[src/rtl/cpu_pkg.sv]
// Shared types for the control pipeline: decoded control bundle, stage register and select encodings.
// The CTRL_PIPE_FORWARDING_EN macro, read by the pipeline files, selects the forwarding build.
package cpu_pkg;

  localparam int RA_W = 5;

  typedef struct packed {
    logic       alu_src_sel;
    logic [3:0] alu_op;
    logic       reg_file_wr_en;
    logic [1:0] wb_result_sel;
    logic       mem_wr_en;
    logic       branch;
    logic       jump;
  } ctrl_t;

  localparam logic [1:0] WB_ALU  = 2'b00;
  localparam logic [1:0] WB_LOAD = 2'b01;

  localparam logic [1:0] FWD_RF  = 2'b00;
  localparam logic [1:0] FWD_WB  = 2'b01;
  localparam logic [1:0] FWD_MEM = 2'b10;

  typedef struct packed {
    logic             valid;
    ctrl_t            ctrl;
    logic [RA_W-1:0]  rd;
  } stage_t;

  // Producer-to-consumer dependency; x0 is never a real destination.
  function automatic logic raw_match(input logic use_rs, input logic [RA_W-1:0] rs,
                                     input logic prod_wr, input logic [RA_W-1:0] prod_rd);
    return use_rs && prod_wr && (prod_rd != '0) && (rs == prod_rd);
  endfunction

endpackage

[src/rtl/cpu_ctrl_pipeline_if.sv]
// Bundle between the data path (master) and the control pipeline (slave).
// Build option CTRL_PIPE_FORWARDING_EN does not change this interface.
interface cpu_ctrl_pipeline_if #(
    parameter int REG_ADDR_WIDTH = 5,
    parameter int CNT_WIDTH      = 32
) ();
    import cpu_pkg::*;

    // Flow control: the ID inputs are consumed on a rising edge only while o_stall_id is low or
    // o_flush_id is high; while o_stall_id is high the data path must hold PC and IF/ID unchanged.
    logic                      i_id_valid;
    ctrl_t                     i_id_ctrl;
    logic [REG_ADDR_WIDTH-1:0] i_id_rs1;
    logic [REG_ADDR_WIDTH-1:0] i_id_rs2;
    logic [REG_ADDR_WIDTH-1:0] i_id_rd;
    logic                      i_id_uses_rs1;
    logic                      i_id_uses_rs2;
    logic                      i_ex_pc_src_sel;

    ctrl_t                     o_ex_ctrl;
    ctrl_t                     o_mem_ctrl;
    ctrl_t                     o_wb_ctrl;
    logic [REG_ADDR_WIDTH-1:0] o_ex_rd;
    logic [REG_ADDR_WIDTH-1:0] o_mem_rd;
    logic [REG_ADDR_WIDTH-1:0] o_wb_rd;
    logic                      o_stall_if;
    logic                      o_stall_id;
    logic                      o_flush_id;
    logic [1:0]                o_fwd_a_sel;
    logic [1:0]                o_fwd_b_sel;
    logic [CNT_WIDTH-1:0]      o_stall_count;

    modport master (
        output i_id_valid, i_id_ctrl, i_id_rs1, i_id_rs2, i_id_rd,
               i_id_uses_rs1, i_id_uses_rs2, i_ex_pc_src_sel,
        input  o_ex_ctrl, o_mem_ctrl, o_wb_ctrl, o_ex_rd, o_mem_rd, o_wb_rd,
               o_stall_if, o_stall_id, o_flush_id, o_fwd_a_sel, o_fwd_b_sel, o_stall_count
    );

    modport slave (
        input  i_id_valid, i_id_ctrl, i_id_rs1, i_id_rs2, i_id_rd,
               i_id_uses_rs1, i_id_uses_rs2, i_ex_pc_src_sel,
        output o_ex_ctrl, o_mem_ctrl, o_wb_ctrl, o_ex_rd, o_mem_rd, o_wb_rd,
               o_stall_if, o_stall_id, o_flush_id, o_fwd_a_sel, o_fwd_b_sel, o_stall_count
    );

endinterface

[src/rtl/cpu_ctrl_pipeline_hazard_detect.sv]
// Combinational RAW, stall, flush and forwarding-select logic for the control pipeline.
// CTRL_PIPE_FORWARDING_EN: forward from MEM/WB and stall only on load-use; otherwise stall on any RAW.
module hazard_detect
    import cpu_pkg::*;
(
    input  logic            id_valid,
    input  logic [RA_W-1:0] id_rs1,
    input  logic [RA_W-1:0] id_rs2,
    input  logic            id_uses_rs1,
    input  logic            id_uses_rs2,
    input  logic            ex_valid,
    input  logic            ex_pc_src_sel,
    input  logic            ex_wr,
    input  logic [RA_W-1:0] ex_rd,
    input  logic            mem_wr,
    input  logic [RA_W-1:0] mem_rd,
    input  logic            wb_wr,
    input  logic [RA_W-1:0] wb_rd,
`ifdef CTRL_PIPE_FORWARDING_EN
    input  logic            ex_load,
    input  logic            mem_load,
    input  logic [RA_W-1:0] ex_rs1,
    input  logic [RA_W-1:0] ex_rs2,
    input  logic            ex_uses_rs1,
    input  logic            ex_uses_rs2,
`endif
    output logic            stall,
    output logic            flush,
    output logic [1:0]      fwd_a_sel,
    output logic [1:0]      fwd_b_sel
);

    logic id_raw_ex;
    logic hazard;

    assign flush     = ex_pc_src_sel && ex_valid;
    assign id_raw_ex = id_valid && (raw_match(id_uses_rs1, id_rs1, ex_wr, ex_rd) ||
                                    raw_match(id_uses_rs2, id_rs2, ex_wr, ex_rd));

`ifdef CTRL_PIPE_FORWARDING_EN
    assign hazard = id_raw_ex && ex_load;

    // A MEM-stage load has no data yet, so it is never a MEM forwarding source.
    always_comb begin
        fwd_a_sel = FWD_RF;
        fwd_b_sel = FWD_RF;
        if (raw_match(ex_uses_rs1, ex_rs1, mem_wr && !mem_load, mem_rd)) fwd_a_sel = FWD_MEM;
        else if (raw_match(ex_uses_rs1, ex_rs1, wb_wr, wb_rd))           fwd_a_sel = FWD_WB;
        if (raw_match(ex_uses_rs2, ex_rs2, mem_wr && !mem_load, mem_rd)) fwd_b_sel = FWD_MEM;
        else if (raw_match(ex_uses_rs2, ex_rs2, wb_wr, wb_rd))           fwd_b_sel = FWD_WB;
    end
`else
    logic id_raw_mem;
    logic id_raw_wb;

    assign id_raw_mem = id_valid && (raw_match(id_uses_rs1, id_rs1, mem_wr, mem_rd) ||
                                     raw_match(id_uses_rs2, id_rs2, mem_wr, mem_rd));
    assign id_raw_wb  = id_valid && (raw_match(id_uses_rs1, id_rs1, wb_wr, wb_rd) ||
                                     raw_match(id_uses_rs2, id_rs2, wb_wr, wb_rd));
    assign hazard     = id_raw_ex || id_raw_mem || id_raw_wb;
    assign fwd_a_sel  = FWD_RF;
    assign fwd_b_sel  = FWD_RF;
`endif

    // The redirect wins: a stale instruction in ID must not hold the front end.
    assign stall = hazard && !flush;

endmodule

[src/rtl/cpu_ctrl_pipeline.sv]
// Control-signal pipeline (ID/EX, EX/MEM, MEM/WB) with hazard unit and saturating stall counter.
// CTRL_PIPE_FORWARDING_EN enables operand forwarding; undefined builds stall on every RAW.
module cpu_ctrl_pipeline #(
    parameter int REG_ADDR_WIDTH = 5,
    parameter int CNT_WIDTH      = 32
) (
    input  logic                i_clk,
    input  logic                i_reset,
    cpu_ctrl_pipeline_if.slave  bus
);
    import cpu_pkg::*;

    stage_t               ex_q, mem_q, wb_q, ex_d;
    logic [CNT_WIDTH-1:0] stall_cnt_q;
    logic                 stall, flush, take_id;

    assign take_id = !stall && !flush && bus.i_id_valid;

    always_comb begin
        ex_d = '0;
        if (take_id) ex_d = '{valid: 1'b1, ctrl: bus.i_id_ctrl, rd: RA_W'(bus.i_id_rd)};
    end

    always_ff @(posedge i_clk) begin
        if (i_reset) begin
            ex_q        <= '0;
            mem_q       <= '0;
            wb_q        <= '0;
            stall_cnt_q <= '0;
        end else begin
            ex_q  <= ex_d;
            mem_q <= ex_q;
            wb_q  <= mem_q;
            if (stall && (stall_cnt_q != '1)) stall_cnt_q <= stall_cnt_q + CNT_WIDTH'(1);
        end
    end

`ifdef CTRL_PIPE_FORWARDING_EN
    // Operand addresses ride along in ID/EX so forwarding can compare against MEM and WB.
    logic [RA_W-1:0] ex_rs1_q, ex_rs2_q;
    logic            ex_uses_rs1_q, ex_uses_rs2_q;

    always_ff @(posedge i_clk) begin
        if (i_reset || !take_id) begin
            ex_rs1_q      <= '0;
            ex_rs2_q      <= '0;
            ex_uses_rs1_q <= 1'b0;
            ex_uses_rs2_q <= 1'b0;
        end else begin
            ex_rs1_q      <= RA_W'(bus.i_id_rs1);
            ex_rs2_q      <= RA_W'(bus.i_id_rs2);
            ex_uses_rs1_q <= bus.i_id_uses_rs1;
            ex_uses_rs2_q <= bus.i_id_uses_rs2;
        end
    end
`endif

    hazard_detect u_hazard_detect (
        .id_valid      (bus.i_id_valid),
        .id_rs1        (RA_W'(bus.i_id_rs1)),
        .id_rs2        (RA_W'(bus.i_id_rs2)),
        .id_uses_rs1   (bus.i_id_uses_rs1),
        .id_uses_rs2   (bus.i_id_uses_rs2),
        .ex_valid      (ex_q.valid),
        .ex_pc_src_sel (bus.i_ex_pc_src_sel),
        .ex_wr         (ex_q.valid && ex_q.ctrl.reg_file_wr_en),
        .ex_rd         (ex_q.rd),
        .mem_wr        (mem_q.valid && mem_q.ctrl.reg_file_wr_en),
        .mem_rd        (mem_q.rd),
        .wb_wr         (wb_q.valid && wb_q.ctrl.reg_file_wr_en),
        .wb_rd         (wb_q.rd),
`ifdef CTRL_PIPE_FORWARDING_EN
        .ex_load       (ex_q.ctrl.wb_result_sel == WB_LOAD),
        .mem_load      (mem_q.ctrl.wb_result_sel == WB_LOAD),
        .ex_rs1        (ex_rs1_q),
        .ex_rs2        (ex_rs2_q),
        .ex_uses_rs1   (ex_uses_rs1_q),
        .ex_uses_rs2   (ex_uses_rs2_q),
`endif
        .stall         (stall),
        .flush         (flush),
        .fwd_a_sel     (bus.o_fwd_a_sel),
        .fwd_b_sel     (bus.o_fwd_b_sel)
    );

    assign bus.o_ex_ctrl     = ex_q.valid  ? ex_q.ctrl  : '0;
    assign bus.o_mem_ctrl    = mem_q.valid ? mem_q.ctrl : '0;
    assign bus.o_wb_ctrl     = wb_q.valid  ? wb_q.ctrl  : '0;
    assign bus.o_ex_rd       = ex_q.valid  ? REG_ADDR_WIDTH'(ex_q.rd)  : '0;
    assign bus.o_mem_rd      = mem_q.valid ? REG_ADDR_WIDTH'(mem_q.rd) : '0;
    assign bus.o_wb_rd       = wb_q.valid  ? REG_ADDR_WIDTH'(wb_q.rd)  : '0;
    assign bus.o_stall_if    = stall;
    assign bus.o_stall_id    = stall;
    assign bus.o_flush_id    = flush;
    assign bus.o_stall_count = stall_cnt_q;

endmodule

[src/flat_wrapper.sv]
// flat-port wrapper written by rule: the top's interface ports become plain ports
module cpu_ctrl_pipeline_flat import cpu_pkg::*;
#(
    parameter int REG_ADDR_WIDTH = 5,
    parameter int CNT_WIDTH      = 32
)
  (i_clk, i_reset, bus_i_id_valid, bus_i_id_ctrl, bus_i_id_rs1, bus_i_id_rs2, bus_i_id_rd, bus_i_id_uses_rs1, bus_i_id_uses_rs2, bus_i_ex_pc_src_sel, bus_o_ex_ctrl, bus_o_mem_ctrl, bus_o_wb_ctrl, bus_o_ex_rd, bus_o_mem_rd, bus_o_wb_rd, bus_o_stall_if, bus_o_stall_id, bus_o_flush_id, bus_o_fwd_a_sel, bus_o_fwd_b_sel, bus_o_stall_count);
  cpu_ctrl_pipeline_if #(.REG_ADDR_WIDTH(REG_ADDR_WIDTH), .CNT_WIDTH(CNT_WIDTH)) bus_i ();
  input  logic i_clk;
  input  logic i_reset;
  input wire logic [$bits(bus_i.i_id_valid)-1:0] bus_i_id_valid;
  input wire logic [$bits(bus_i.i_id_ctrl)-1:0] bus_i_id_ctrl;
  input wire logic [$bits(bus_i.i_id_rs1)-1:0] bus_i_id_rs1;
  input wire logic [$bits(bus_i.i_id_rs2)-1:0] bus_i_id_rs2;
  input wire logic [$bits(bus_i.i_id_rd)-1:0] bus_i_id_rd;
  input wire logic [$bits(bus_i.i_id_uses_rs1)-1:0] bus_i_id_uses_rs1;
  input wire logic [$bits(bus_i.i_id_uses_rs2)-1:0] bus_i_id_uses_rs2;
  input wire logic [$bits(bus_i.i_ex_pc_src_sel)-1:0] bus_i_ex_pc_src_sel;
  output wire logic [$bits(bus_i.o_ex_ctrl)-1:0] bus_o_ex_ctrl;
  output wire logic [$bits(bus_i.o_mem_ctrl)-1:0] bus_o_mem_ctrl;
  output wire logic [$bits(bus_i.o_wb_ctrl)-1:0] bus_o_wb_ctrl;
  output wire logic [$bits(bus_i.o_ex_rd)-1:0] bus_o_ex_rd;
  output wire logic [$bits(bus_i.o_mem_rd)-1:0] bus_o_mem_rd;
  output wire logic [$bits(bus_i.o_wb_rd)-1:0] bus_o_wb_rd;
  output wire logic [$bits(bus_i.o_stall_if)-1:0] bus_o_stall_if;
  output wire logic [$bits(bus_i.o_stall_id)-1:0] bus_o_stall_id;
  output wire logic [$bits(bus_i.o_flush_id)-1:0] bus_o_flush_id;
  output wire logic [$bits(bus_i.o_fwd_a_sel)-1:0] bus_o_fwd_a_sel;
  output wire logic [$bits(bus_i.o_fwd_b_sel)-1:0] bus_o_fwd_b_sel;
  output wire logic [$bits(bus_i.o_stall_count)-1:0] bus_o_stall_count;
  assign bus_i.i_id_valid = bus_i_id_valid;
  assign bus_i.i_id_ctrl = bus_i_id_ctrl;
  assign bus_i.i_id_rs1 = bus_i_id_rs1;
  assign bus_i.i_id_rs2 = bus_i_id_rs2;
  assign bus_i.i_id_rd = bus_i_id_rd;
  assign bus_i.i_id_uses_rs1 = bus_i_id_uses_rs1;
  assign bus_i.i_id_uses_rs2 = bus_i_id_uses_rs2;
  assign bus_i.i_ex_pc_src_sel = bus_i_ex_pc_src_sel;
  assign bus_o_ex_ctrl = bus_i.o_ex_ctrl;
  assign bus_o_mem_ctrl = bus_i.o_mem_ctrl;
  assign bus_o_wb_ctrl = bus_i.o_wb_ctrl;
  assign bus_o_ex_rd = bus_i.o_ex_rd;
  assign bus_o_mem_rd = bus_i.o_mem_rd;
  assign bus_o_wb_rd = bus_i.o_wb_rd;
  assign bus_o_stall_if = bus_i.o_stall_if;
  assign bus_o_stall_id = bus_i.o_stall_id;
  assign bus_o_flush_id = bus_i.o_flush_id;
  assign bus_o_fwd_a_sel = bus_i.o_fwd_a_sel;
  assign bus_o_fwd_b_sel = bus_i.o_fwd_b_sel;
  assign bus_o_stall_count = bus_i.o_stall_count;
  cpu_ctrl_pipeline #(.REG_ADDR_WIDTH(REG_ADDR_WIDTH), .CNT_WIDTH(CNT_WIDTH)) u_core (.i_clk(i_clk), .i_reset(i_reset), .bus(bus_i));
endmodule
[config.mk]
export PLATFORM = sky130hd
export DESIGN_NAME = cpu_ctrl_pipeline_flat
export DESIGN_NICKNAME = d
export VERILOG_FILES = /design/src/rtl/cpu_pkg.sv /design/src/rtl/cpu_ctrl_pipeline_if.sv /design/src/rtl/cpu_ctrl_pipeline_hazard_detect.sv /design/src/rtl/cpu_ctrl_pipeline.sv /design/src/flat_wrapper.sv
export SDC_FILE = /design/constraint.sdc
export NUM_CORES = 1
export LEC_CHECK = 0
export ABC_AREA = 1
export CORE_ASPECT_RATIO = 2
export CORE_MARGIN = 1
export CORE_UTILIZATION = 25
export CTS_BUF_LIST = sky130_fd_sc_hd__clkbuf_16
export CTS_CLUSTER_SIZE = 14
export DETAILED_ROUTE_END_ITERATION = 8
export PLACE_DENSITY = 0.47
export SYNTH_ARGS = -nofsm -noshare
export SYNTH_HDL_FRONTEND = slang
export SYNTH_SLANG_ARGS = --single-unit
[constraint.sdc]
create_clock -name i_clk -period 1.8 [get_ports i_clk]
set_input_delay 0.36 -clock i_clk [delete_from_list [all_inputs] [get_ports i_clk]]
set_output_delay 0.36 -clock i_clk [all_outputs]
set_load 0.01 [all_outputs]
==> impl_metrics.env <==
export IMPL_crit_required_ns=1.44
export IMPL_synth_cell_types=33
export IMPL_netlist_instances=789
export IMPL_place_inst=1248
export IMPL_routed_wl_microns=19230
export IMPL_utilization_pct=43.51
export IMPL_gp_congestion=0.9042
export IMPL_via_per_inst=4.272
export IMPL_final_cells=1293
export IMPL_first_global_vias=5558
export IMPL_cts_root_buf="clkbuf_16"
export IMPL_seqCellArea_sq_um=1708
export IMPL_yosys_mux_area_fraction_pct=0
export IMPL_synth_compound_area_share_pct=3.060
export IMPL_status="complete, but fails checks"
export IMPL_hpwlAfterDp_microns=14110
export IMPL_port_buffers=114
export IMPL_worstSetupPathType="flop to primary output"
export IMPL_routedWlPerCell_microns=14.87
export IMPL_drcViolationCount=0
export IMPL_grt_max_degree=46
export IMPL_arrival_ns=1.60
export IMPL_cts_sinks=83
export IMPL_grt_antenna_before_repair=1
export IMPL_setup_viol=44
export IMPL_die_h_microns=197.6
export IMPL_skew_ns=0.009631
export IMPL_ctsHtreeMaxLevel=3
export IMPL_fin_ws_ns=-0.1596
export IMPL_cts_tree="done"
export IMPL_cts_inserted_buffers=9
export IMPL_max_slew_margin_pct=63.56
export IMPL_violations="setup timing"
export IMPL_cp_max_fo=4
export IMPL_synthSimpleGateAreaFrac_pct=43.75
export IMPL_worst_slew_pin_transition_ns=0.5466
export IMPL_p_per_area_nw_per_um2=525.3
export IMPL_multi_input_area_sq_um=2749
export IMPL_yosysSeqAreaShare_pct=34.73
export IMPL_grtUsageTotal_pct=20.16
export IMPL_core_area_sq_um=18740
export IMPL_firstDrtPassIters=4
export IMPL_worstSkewPairLatency_ns=0.35
export IMPL_hold_viol=0
export IMPL_period_share_pct=108.9
export IMPL_ant_nets=0
export IMPL_yosys_warnings=0
export IMPL_synth_seq_cells=83
export IMPL_vias=5524
export IMPL_final_nets=1065
export IMPL_drive_above_1_share_pct=29.32
export IMPL_fill_cells=1983
export IMPL_cp_start_kind="flop"
export IMPL_syn_to_final_growth_pct=70.45
export IMPL_hold_class="flop to flop"
export IMPL_slew_violations=0
export IMPL_irDropWorstVdd_v=0.0003743
export IMPL_fp_dieArea_sq_um=19730
export IMPL_max_freq_mhz=510.3
export IMPL_initial_core_util_pct=25.53
export IMPL_grt_overflow_total=0
export IMPL_period_minus_slack_ns=1.960
export IMPL_synth_xor_area_share_pct=2.014
export IMPL_drtIter0Drc=89
export IMPL_syn_avg_cell_area_sq_um=6.064
export IMPL_die_w_microns=99.82
export IMPL_grt_pass1_wl_microns=29350
export IMPL_cts_path_max_buffers=2
export IMPL_end_kind="primary output"
export IMPL_synth_fa_ha_area_share_pct=0.2615
export IMPL_ctsHoldBuffers=0
export IMPL_max_cap_viol_count=0
export IMPL_rows=71
export IMPL_p_leak_uw=0.004199
export IMPL_syn_area_sq_um=4785
export IMPL_synth_top_family_by_area="simple AND/OR/NAND/NOR gates"
export IMPL_rsz0062_at_grt="true"
export IMPL_clkTransAtPathRegs_ns=0.07
export IMPL_ios=119
export IMPL_final_setup_tns_ns=-1.777
-- per-layer routing --
| layer | track usage [%] | part of all wire, % | vias up |
|---|---|---|---|
| met5 | 0 | 0 | - |
| met4 | 15.41 | 7.3 | 0 |
| met3 | 2.406 | 2.5 | 58 |
| met2 | 40.46 | 58 | 132 |
| met1 | 17.34 | 32 | 2495 |
| li1 | - | - | 2839 |
-- cells in the final DEF (no fill, tap or decap), types with 4 or more instances in the layout --
cell type	instances
dlygate4sd2_1	58
conb_1	4
xor2_1	8
buf_4	111
nand2_4	10
nand4_1	37
nor2_4	17
a21oi_1	5
inv_1	144
dfxtp_1	60
dfxtp_2	16
nor3_1	8
nand3_1	10
nand3b_1	7
dfxtp_4	7
nand2_2	22
nor2_2	11
buf_12	6
buf_8	4
inv_2	11
buf_6	21
clkdlybuf4s50_1	45
a21oi_2	13
nand3_2	14
nor2_1	100
clkbuf_16	12
nand2_1	233
-- logic make-up after synthesis --
kind of cell / count (synthesis)
AOI/OAI and AO/OA: 23
and+or+nand+nor: 480
adders and majority gates: 1
DFF: 83
xor gates and xnor gates: 11
other: 1
buffers and inverters: 190
-- report_power, final --
part           internal (uW)  switching [uW]  total (uW)  leakage [uW]
Clock                   1100             853        1950      0.000153
Combinational            200             246         445       0.00336
Sequential              1860            21.4        1880      0.000686
-- registers in the layout, indices dropped and copies added (netlist names) --
register                  count
u_core.bus.o_stall_count     32
u_core.wb_q                  17
u_core.ex_q                  17
u_core.mem_q                 17
-- worst paths after layout --
path,start,endpoint,slack [ns],depth (start not counted)
min,u_core.ex_q[14],u_core.mem_q[14],0.42,2
max,u_core.wb_q[3],bus_o_stall_if,-0.16,10
max reg2reg,u_core.wb_q[3],u_core.bus.o_stall_count[6],-0.09,14
min reg2reg,u_core.ex_q[14],u_core.mem_q[14],0.42,2
-- worst max-delay path, cell delays in order (launching register included) --
cell     delay (ns)
dfxtp_4        0.36
buf_6          0.11
xor2_1         0.15
nor2_1         0.11
nand3_1        0.08
nand2_1        0.08
nand2_2        0.07
nand3_4        0.08
nand2_4        0.06
inv_4          0.06
buf_6          0.09
-- cell type report --
type / instances / area share (%)
inverters: 159 / 7.410
well taps: 255 / 3.912
flip-flops and latches: 83 / 20.94
clock inverters: 7 / 0.9972
clock buffers: 9 / 2.762
multi-input cells: 519 / 33.71
diodes: 1 / 0.03068
repair buffers: 260 / 30.24
-- cell usage after synthesis (all sizes together) --
library cell / number / area [sq um]
nor2: 128 / 505.5
a31oi: 1 / 6.260
xor2: 8 / 70.07
clkbuf: 13 / 48.80
inv: 158 / 593.1
conb: 1 / 3.750
nand4: 38 / 252.7
o21ai: 4 / 20.02
nor3: 13 / 81.33
clkinv: 1 / 3.750
nand3: 26 / 145.1
nand3b: 8 / 72.57
buf: 18 / 125.1
ha: 1 / 12.51
a21oi: 18 / 120.1
xnor2: 3 / 26.28
dfxtp: 83 / 1662
nor4: 1 / 12.51
and2: 1 / 6.260
nand2: 265 / 1017
-- metrics by stage --
| step | worst slack [ns] | total power, uW | instance area, sq um | hold WS (ns) |
|---|---|---|---|---|
| 6_report | -0.1596 | 4284 | 8155 | 0.4183 |
| 3_3_place_gp | -0.8377 | 2305 | 6972 | 0.4071 |
| 3_5_place_dp | -0.8150 | 2305 | 6972 | 0.4102 |
| 4_1_cts | -0.2076 | 4350 | 7884 | 0.4209 |
| 5_1_grt | -0.3029 | 4489 | 8155 | 0.4256 |
| 2_1_floorplan | 0.0009703 | 2102 | 4802 | 0.4031 |
-- repair_timing --
item,4_1_cts,5_1_grt
resized for setup,195,80
setup endpoints to repair,105,61
gates cloned,7,4
pin swaps,34,27
buffers inserted,18,5
Note: power is estimated with default switching activity, not from simulation.
